[src/rtl/conv_pkg.sv]
// Shared types and helpers for the convolution layer engine: FSM state
// encoding, stride encoding and the output-map width function.
package conv_pkg;

    typedef enum logic [2:0] {
        IDLE,
        LOAD_IMG,
        LOAD_FLT,
        MAC,
        EMIT,
        DONE
    } state_t;

    // Only this code selects stride 2; every other stride code means stride 1.
    localparam logic [1:0] STRIDE_2 = 2'd2;

    function automatic int out_w(input int img_w, input int k_w, input int s);
        return (img_w - k_w) / s + 1;
    endfunction

endpackage

[src/rtl/conv_mac.sv]
// Registered signed multiply-accumulate; clr together with en loads the
// first product instead of adding, so a new dot product needs no idle cycle.
module conv_mac
    import conv_pkg::*;
#(
    parameter int DATA_W = 8,
    parameter int ACC_W  = 32
) (
    input  logic                     clk,
    input  logic                     rst,
    input  logic                     clr,
    input  logic                     en,
    input  logic signed [DATA_W-1:0] a,
    input  logic signed [DATA_W-1:0] b,
    output logic signed [ACC_W-1:0]  acc
);

    logic signed [2*DATA_W-1:0] prod_p0;
    logic signed [ACC_W-1:0]    prod_ext_p0;

    assign prod_p0     = a * b;
    assign prod_ext_p0 = ACC_W'(prod_p0);

    // p0 -> p1: accumulator wraps modulo 2^ACC_W
    always_ff @(posedge clk) begin
        if (rst) begin
            acc <= '0;
        end else if (en) begin
            acc <= clr ? prod_ext_p0 : acc + prod_ext_p0;
        end
    end

endmodule

[src/rtl/conv_layer_engine.sv]
// Single convolution layer: loads image and filters over one stream, then emits
// every valid-window dot product. Define CONV_RELU_EN to clamp negative results to 0.
module conv_layer_engine
    import conv_pkg::*;
#(
    parameter int IMG_W  = 16,
    parameter int K_W    = 4,
    parameter int CH_IN  = 1,
    parameter int N_FILT = 4,
    parameter int DATA_W = 8,
    parameter int ACC_W  = 32
) (
    input  logic                      clk,
    input  logic                      rst,
    input  logic                      start,
    input  logic [1:0]                stride,
    input  logic                      in_valid,
    output logic                      in_ready,
    input  logic [DATA_W-1:0]         in_data,
    output logic                      out_valid,
    input  logic                      out_ready,
    output logic [ACC_W-1:0]          out_data,
    output logic [$clog2(N_FILT)-1:0] out_filt,
    output logic                      busy,
    output logic                      done
);

    localparam int IMG_N = CH_IN * IMG_W * IMG_W;
    localparam int FLT_N = N_FILT * CH_IN * K_W * K_W;
    localparam int IA_W  = $clog2(IMG_N);
    localparam int FA_W  = $clog2(FLT_N);
    localparam int WA_W  = (IA_W > FA_W) ? IA_W : FA_W;
    localparam int K_CW  = (K_W > 1) ? $clog2(K_W) : 1;
    localparam int CH_CW = (CH_IN > 1) ? $clog2(CH_IN) : 1;
    localparam int F_CW  = $clog2(N_FILT);
    localparam int P_CW  = $clog2(IMG_W);
    localparam int OW1   = out_w(IMG_W, K_W, 1);
    localparam int OW2   = out_w(IMG_W, K_W, 2);

    state_t state, nstate;

    logic signed [DATA_W-1:0] img_mem [IMG_N];
    logic signed [DATA_W-1:0] flt_mem [FLT_N];

    logic             s2;
    logic [WA_W-1:0]  wr_addr;
    logic [K_CW-1:0]  kr, kc;
    logic [CH_CW-1:0] ch;
    logic [F_CW-1:0]  filt;
    logic [P_CW-1:0]  orow, ocol, row_base, col_base;
    logic [P_CW-1:0]  ow_last, step;
    logic [IA_W-1:0]  img_addr;
    logic [FA_W-1:0]  flt_addr;

    logic beat, mac_en, first_tap, last_tap, last_filt, last_pos;
    logic signed [DATA_W-1:0] pix_rd, tap_rd;
    logic signed [ACC_W-1:0]  acc;

    assign beat      = in_valid && in_ready;
    assign ow_last   = s2 ? P_CW'(OW2 - 1) : P_CW'(OW1 - 1);
    assign step      = s2 ? P_CW'(2) : P_CW'(1);
    assign first_tap = (kc == '0) && (kr == '0) && (ch == '0);
    assign last_tap  = (kc == K_CW'(K_W - 1)) && (kr == K_CW'(K_W - 1)) && (ch == CH_CW'(CH_IN - 1));
    assign last_filt = (filt == F_CW'(N_FILT - 1));
    assign last_pos  = last_filt && (ocol == ow_last) && (orow == ow_last);

    // Sums stay below the buffer size, so modular address arithmetic is exact.
    assign img_addr = IA_W'(ch) * IA_W'(IMG_W * IMG_W)
                    + (IA_W'(row_base) + IA_W'(kr)) * IA_W'(IMG_W)
                    + IA_W'(col_base) + IA_W'(kc);
    assign flt_addr = FA_W'(filt) * FA_W'(CH_IN * K_W * K_W)
                    + FA_W'(ch) * FA_W'(K_W * K_W)
                    + FA_W'(kr) * FA_W'(K_W) + FA_W'(kc);

    assign pix_rd = img_mem[img_addr];
    assign tap_rd = flt_mem[flt_addr];

    always_ff @(posedge clk) begin
        if (beat && state == LOAD_IMG) img_mem[wr_addr[IA_W-1:0]] <= in_data;
        if (beat && state == LOAD_FLT) flt_mem[wr_addr[FA_W-1:0]] <= in_data;
    end

    always_ff @(posedge clk) begin
        if (rst) state <= IDLE;
        else     state <= nstate;
    end

    always_comb begin
        nstate    = state;
        in_ready  = 1'b0;
        out_valid = 1'b0;
        done      = 1'b0;
        busy      = 1'b1;
        mac_en    = 1'b0;
        case (state)
            IDLE: begin
                busy = 1'b0;
                if (start) nstate = LOAD_IMG;
            end
            LOAD_IMG: begin
                in_ready = 1'b1;
                if (in_valid && wr_addr == WA_W'(IMG_N - 1)) nstate = LOAD_FLT;
            end
            LOAD_FLT: begin
                in_ready = 1'b1;
                if (in_valid && wr_addr == WA_W'(FLT_N - 1)) nstate = MAC;
            end
            MAC: begin
                mac_en = 1'b1;
                if (last_tap) nstate = EMIT;
            end
            EMIT: begin
                out_valid = 1'b1;
                if (out_ready) nstate = last_pos ? DONE : MAC;
            end
            DONE: begin
                done   = 1'b1;
                nstate = IDLE;
            end
            default: nstate = IDLE;
        endcase
    end

    always_ff @(posedge clk) begin
        if (rst) begin
            s2       <= 1'b0;
            wr_addr  <= '0;
            kr       <= '0;
            kc       <= '0;
            ch       <= '0;
            filt     <= '0;
            orow     <= '0;
            ocol     <= '0;
            row_base <= '0;
            col_base <= '0;
        end else begin
            case (state)
                IDLE: begin
                    if (start) begin
                        s2       <= (stride == STRIDE_2);
                        wr_addr  <= '0;
                        kr       <= '0;
                        kc       <= '0;
                        ch       <= '0;
                        filt     <= '0;
                        orow     <= '0;
                        ocol     <= '0;
                        row_base <= '0;
                        col_base <= '0;
                    end
                end
                LOAD_IMG: if (beat) wr_addr <= (wr_addr == WA_W'(IMG_N - 1)) ? '0 : wr_addr + 1'b1;
                LOAD_FLT: if (beat) wr_addr <= (wr_addr == WA_W'(FLT_N - 1)) ? '0 : wr_addr + 1'b1;
                MAC: begin
                    if (kc == K_CW'(K_W - 1)) begin
                        kc <= '0;
                        if (kr == K_CW'(K_W - 1)) begin
                            kr <= '0;
                            ch <= (ch == CH_CW'(CH_IN - 1)) ? '0 : ch + 1'b1;
                        end else begin
                            kr <= kr + 1'b1;
                        end
                    end else begin
                        kc <= kc + 1'b1;
                    end
                end
                EMIT: begin
                    if (out_ready) begin
                        // filter innermost, then output column, then output row
                        if (last_filt) begin
                            filt <= '0;
                            if (ocol == ow_last) begin
                                ocol     <= '0;
                                col_base <= '0;
                                if (orow == ow_last) begin
                                    orow     <= '0;
                                    row_base <= '0;
                                end else begin
                                    orow     <= orow + 1'b1;
                                    row_base <= row_base + step;
                                end
                            end else begin
                                ocol     <= ocol + 1'b1;
                                col_base <= col_base + step;
                            end
                        end else begin
                            filt <= filt + 1'b1;
                        end
                    end
                end
                default: ;
            endcase
        end
    end

    conv_mac #(
        .DATA_W(DATA_W),
        .ACC_W (ACC_W)
    ) u_mac (
        .clk(clk),
        .rst(rst),
        .clr(first_tap),
        .en (mac_en),
        .a  (pix_rd),
        .b  (tap_rd),
        .acc(acc)
    );

`ifdef CONV_RELU_EN
    function automatic logic signed [ACC_W-1:0] relu(input logic signed [ACC_W-1:0] x);
        return (x < 0) ? '0 : x;
    endfunction
    assign out_data = relu(acc);
`else
    assign out_data = acc;
`endif

    assign out_filt = filt;

endmodule

[config.mk]
export PLATFORM = sky130hd
export DESIGN_NAME = conv_layer_engine
export DESIGN_NICKNAME = d
export VERILOG_FILES = /design/src/rtl/conv_pkg.sv /design/src/rtl/conv_mac.sv /design/src/rtl/conv_layer_engine.sv
export SDC_FILE = /design/constraint.sdc
export NUM_CORES = 2
export LEC_CHECK = 0
export CAP_MARGIN = 20
export CORE_MARGIN = 1.5
export CORE_UTILIZATION = 30
export CTS_CLUSTER_DIAMETER = 200
export DETAILED_ROUTE_END_ITERATION = 10
export GPL_TIMING_DRIVEN = 0
export PLACE_DENSITY_LB_ADDON = 0.05
export SLEW_MARGIN = 5
export SYNTH_ARGS = -nofsm -noshare
export SYNTH_HDL_FRONTEND = slang
export SYNTH_HIERARCHICAL = 1
export SYNTH_SLANG_ARGS = --single-unit
[constraint.sdc]
create_clock -name clk -period 12.75 [get_ports clk]
set_input_delay 2.55 -clock clk [delete_from_list [all_inputs] [get_ports clk]]
set_output_delay 2.55 -clock clk [all_outputs]
set_load 0.02 [all_outputs]
==> reports/qor.yml <==
p_comb_share_pct: 39.3
place_hpwl_um: 242000
drc_errors: 0
cts_tree: "done"
synth_top_area_cell: "edfxtp_1"
setup_viol: 0
crit_path_top_delay_cell: "buf_1"
clock_sinks: 2626
critPathRequiredTime_ns: 13.57
synth_ff_type: "edfxtp_1"
tightest_slew_ns: 1.17
cts_root_buf: "clkbuf_16"
internal-power_mw: 19.2
power_density_nw_per_um2: 242
synthCells: 5426
yosysMostFrequentCell: "edfxtp_1"
drt_first_pass_iters: 7
power.share.sequential_pct: 31.6
maxCapViolations: 0
ys_warn_count: 6
worstRegToRegCells: 41
pre_cts_slack_ns: -1.46
synth_area_um2: 107000
syn_avg_cell_area_um2: 19.7
synth_top_area_share_pct: 72.0
r2r-start: "kc[1]"
worst_slack_ns: 0.406
synth_edf_count: 2560
p_leak_nw: 38.8
instances_no_fill: 10800
ioPinCount: 53
post-route-period-util_pct: 96.8
dp_cells: 10300
irDropWorstVdd_mv: 0.723
holdPathStages: 2
grt_usage_pct: 19.8
rsz0062_at_grt: "no"
detailed_place.area_um2: 114000
final_core_util_pct: 35.3
core_area_um2: 353000
clock_skew_ns: 0.0350
cts-buffers-inserted: 310
ys_seq_elements: 2626
portBuffers: 52
finish.instance_area_um2: 125000
max-slew-margin-rel_pct: 21.9
synth-async-reset-ratio_pct: 0
clockPowerShare_pct: 29.1
die_w_um: 599
synth_seq_area_share_pct: 73.3
antenna_found_initial: 29
finalHoldViolCount: 0
rows: 218
whs_endpoint: "u_mac/acc[10]"
via_per_inst: 5.07
layout.nets: 6021
grt_pass1_wl_um: 486000
critical_path_peak_fanout: 14
dieArea_um2: 359000
status: "completed"
synth_area_leaders: "edfxtp_1 72%, mux4_2 15%, nor2_1 1.5%"
post-route-min-period_ns: 12.34
netSwitchingPower_mw: 11.0
cp.arrival_ns: 13.16
ant_nets: 0
htree_levels: 5
overflow: 0
r2r_slack_ns: 0.41
worst_setup_path_end_kind: "flop"
cts_hold_buffers: 0
vias: 55000
cp-start-kind: "flop"
clkTransAtPathRegs_ns: 0.06
start_util_pct: 30.2
synth_cell_types: 92
clock.fmax_mhz: 81.0
place_congestion: 0.847
reg2reg_to: "u_mac/acc[31]"
worstHoldStart: "u_mac/acc[10]"
routed_wl_um: 359000
syn_nets: 5580
cts.path.max_buffers: 4
p_sw_share_pct: 36.5
grt_max_degree: 141
critical_path.max_stage_delay_ns: 0.66
grt_pass1_vias: 56300
post_drt_wl_per_cell_um: 33.1
synthToLayoutAreaGrowth_pct: 16.7
drtIter0Drc: 4952
drive_gt1_share_pct: 24.4
clkLatencyLatePin_ns: 0.91
report.final.slew_viol_count: 0
netlist_top_cells_count: "2560 x edfxtp_1, 713 x mux4_2, 426 x nor2_1, 360 x nand2_1, 127 x clkbuf_1"
crit_type: "flop to flop"
fp.dieH_um: 599
hp-class: "flop to flop"
-- routing by layer --
metal  wire length, um  up-vias  share of wire [%]  track usage (%)
li1                  -    22900                  -                -
met1            164000    30100                 46             28.3
met2            168000     1520                 47             31.5
met3             18000      436                5.0             3.06
met4              8820        2                2.5             4.73
met5                18        -             0.0050                0
-- power by group through the flow --
stage          Clock (mW)  Combinational [mW]  Sequential (mW)
6_report             8.78                11.9             9.54
5_1_grt              9.29                13.2             9.54
4_1_cts              9.00                11.9             9.54
3_5_place_dp            0                11.8             9.72
3_3_place_gp            0                8.43             9.86
2_1_floorplan           0                7.24             9.73
-- cell type report --
class                   count  area, um2
fillers                 33100     229000
inverters                 109        409
flip-flops and latches   2626      78200
plain buffers             285       1510
multi-input cells        2404      26800
clock buffers             397       8340
repair buffers            131       1830
diodes                      2       5.00
clock inverters           165       1500
well taps                4730       5920
-- logic make-up after synthesis --
| kind of cell | Yosys count | share of synthesized area [%] |
|---|---|---|
| muxes | 789 | 15.8 |
| and+or+nand+nor | 1076 | 4.39 |
| xor gates and xnor gates | 65 | 0.551 |
| DFF | 2626 | 73.3 |
| buffers and inverters | 396 | 1.71 |
| AOI/OAI and AO/OA | 335 | 2.23 |
| adders and majority gates | 139 | 2.05 |
-- registers in the layout, summed over array words and instances, names as in the netlist --
register,count
ocol,4
state,3
img_mem,2048
orow,4
flt_mem,512
wr_addr,8
col_base,4
s2,1
u_mac/acc,32
out_filt,2
kr,2
row_base,4
kc,2
-- worst max-delay path, delay by kind of cell, from the launching register on --
kind / cells / cell delay, ns
buffers and inverters: 14 / 3.42
DFF: 1 / 0.51
AOI/OAI and AO/OA: 11 / 2.67
adders and majority gates: 7 / 3.10
and+or+nand+nor: 7 / 2.05
xor gates and xnor gates: 2 / 0.42
-- worst max-delay path by stage --
stage,from,endpoint,slack [ns]
CTS,kc[1],u_mac/acc[31],0.19
finish,kc[1],u_mac/acc[31],0.41
detailed placement,kc[1],u_mac/acc[31],-1.46
global placement,kc[1],u_mac/acc[31],-4.94
global route,kc[1],u_mac/acc[31],0.01
floorplan,kc[1],u_mac/acc[31],2.38
-- stage by stage --
stage / power [mW] / TNS, ns / hold WS, ns
after floorplan: 17.0 / 0 / 0.493
final: 30.2 / 0 / 0.496
after CTS: 30.4 / 0 / 0.501
after global placement: 18.3 / -5358.64 / 0.495
after detailed placement: 21.5 / -16.50 / 0.496
after global routing: 32.0 / 0 / 0.527
-- timing repair --
item                                    4_1_cts  5_1_grt
endpoints found under the setup margin       20        2
resized for setup                            34       37
buffers inserted                              1        0
pin swaps                                     1        0
-- cell usage in the layout, fill, tap and decap left out, types with 44 or more instances in the layout --
| cell type | instances |
|---|---|
| mux2i_1 | 67 |
| edfxtp_1 | 2560 |
| clkinv_1 | 53 |
| clkdlybuf4s50_1 | 44 |
| clkinv_2 | 67 |
| nor2_1 | 426 |
| clkbuf_1 | 164 |
| nand3_1 | 100 |
| fa_1 | 60 |
| a21oi_1 | 90 |
| nand2_1 | 360 |
| inv_1 | 108 |
| dfxtp_1 | 65 |
| buf_2 | 72 |
| mux4_2 | 713 |
| clkbuf_16 | 321 |
| buf_4 | 77 |
| and2_1 | 51 |
| ha_1 | 79 |
Note: power is estimated with default switching activity, not from simulation.
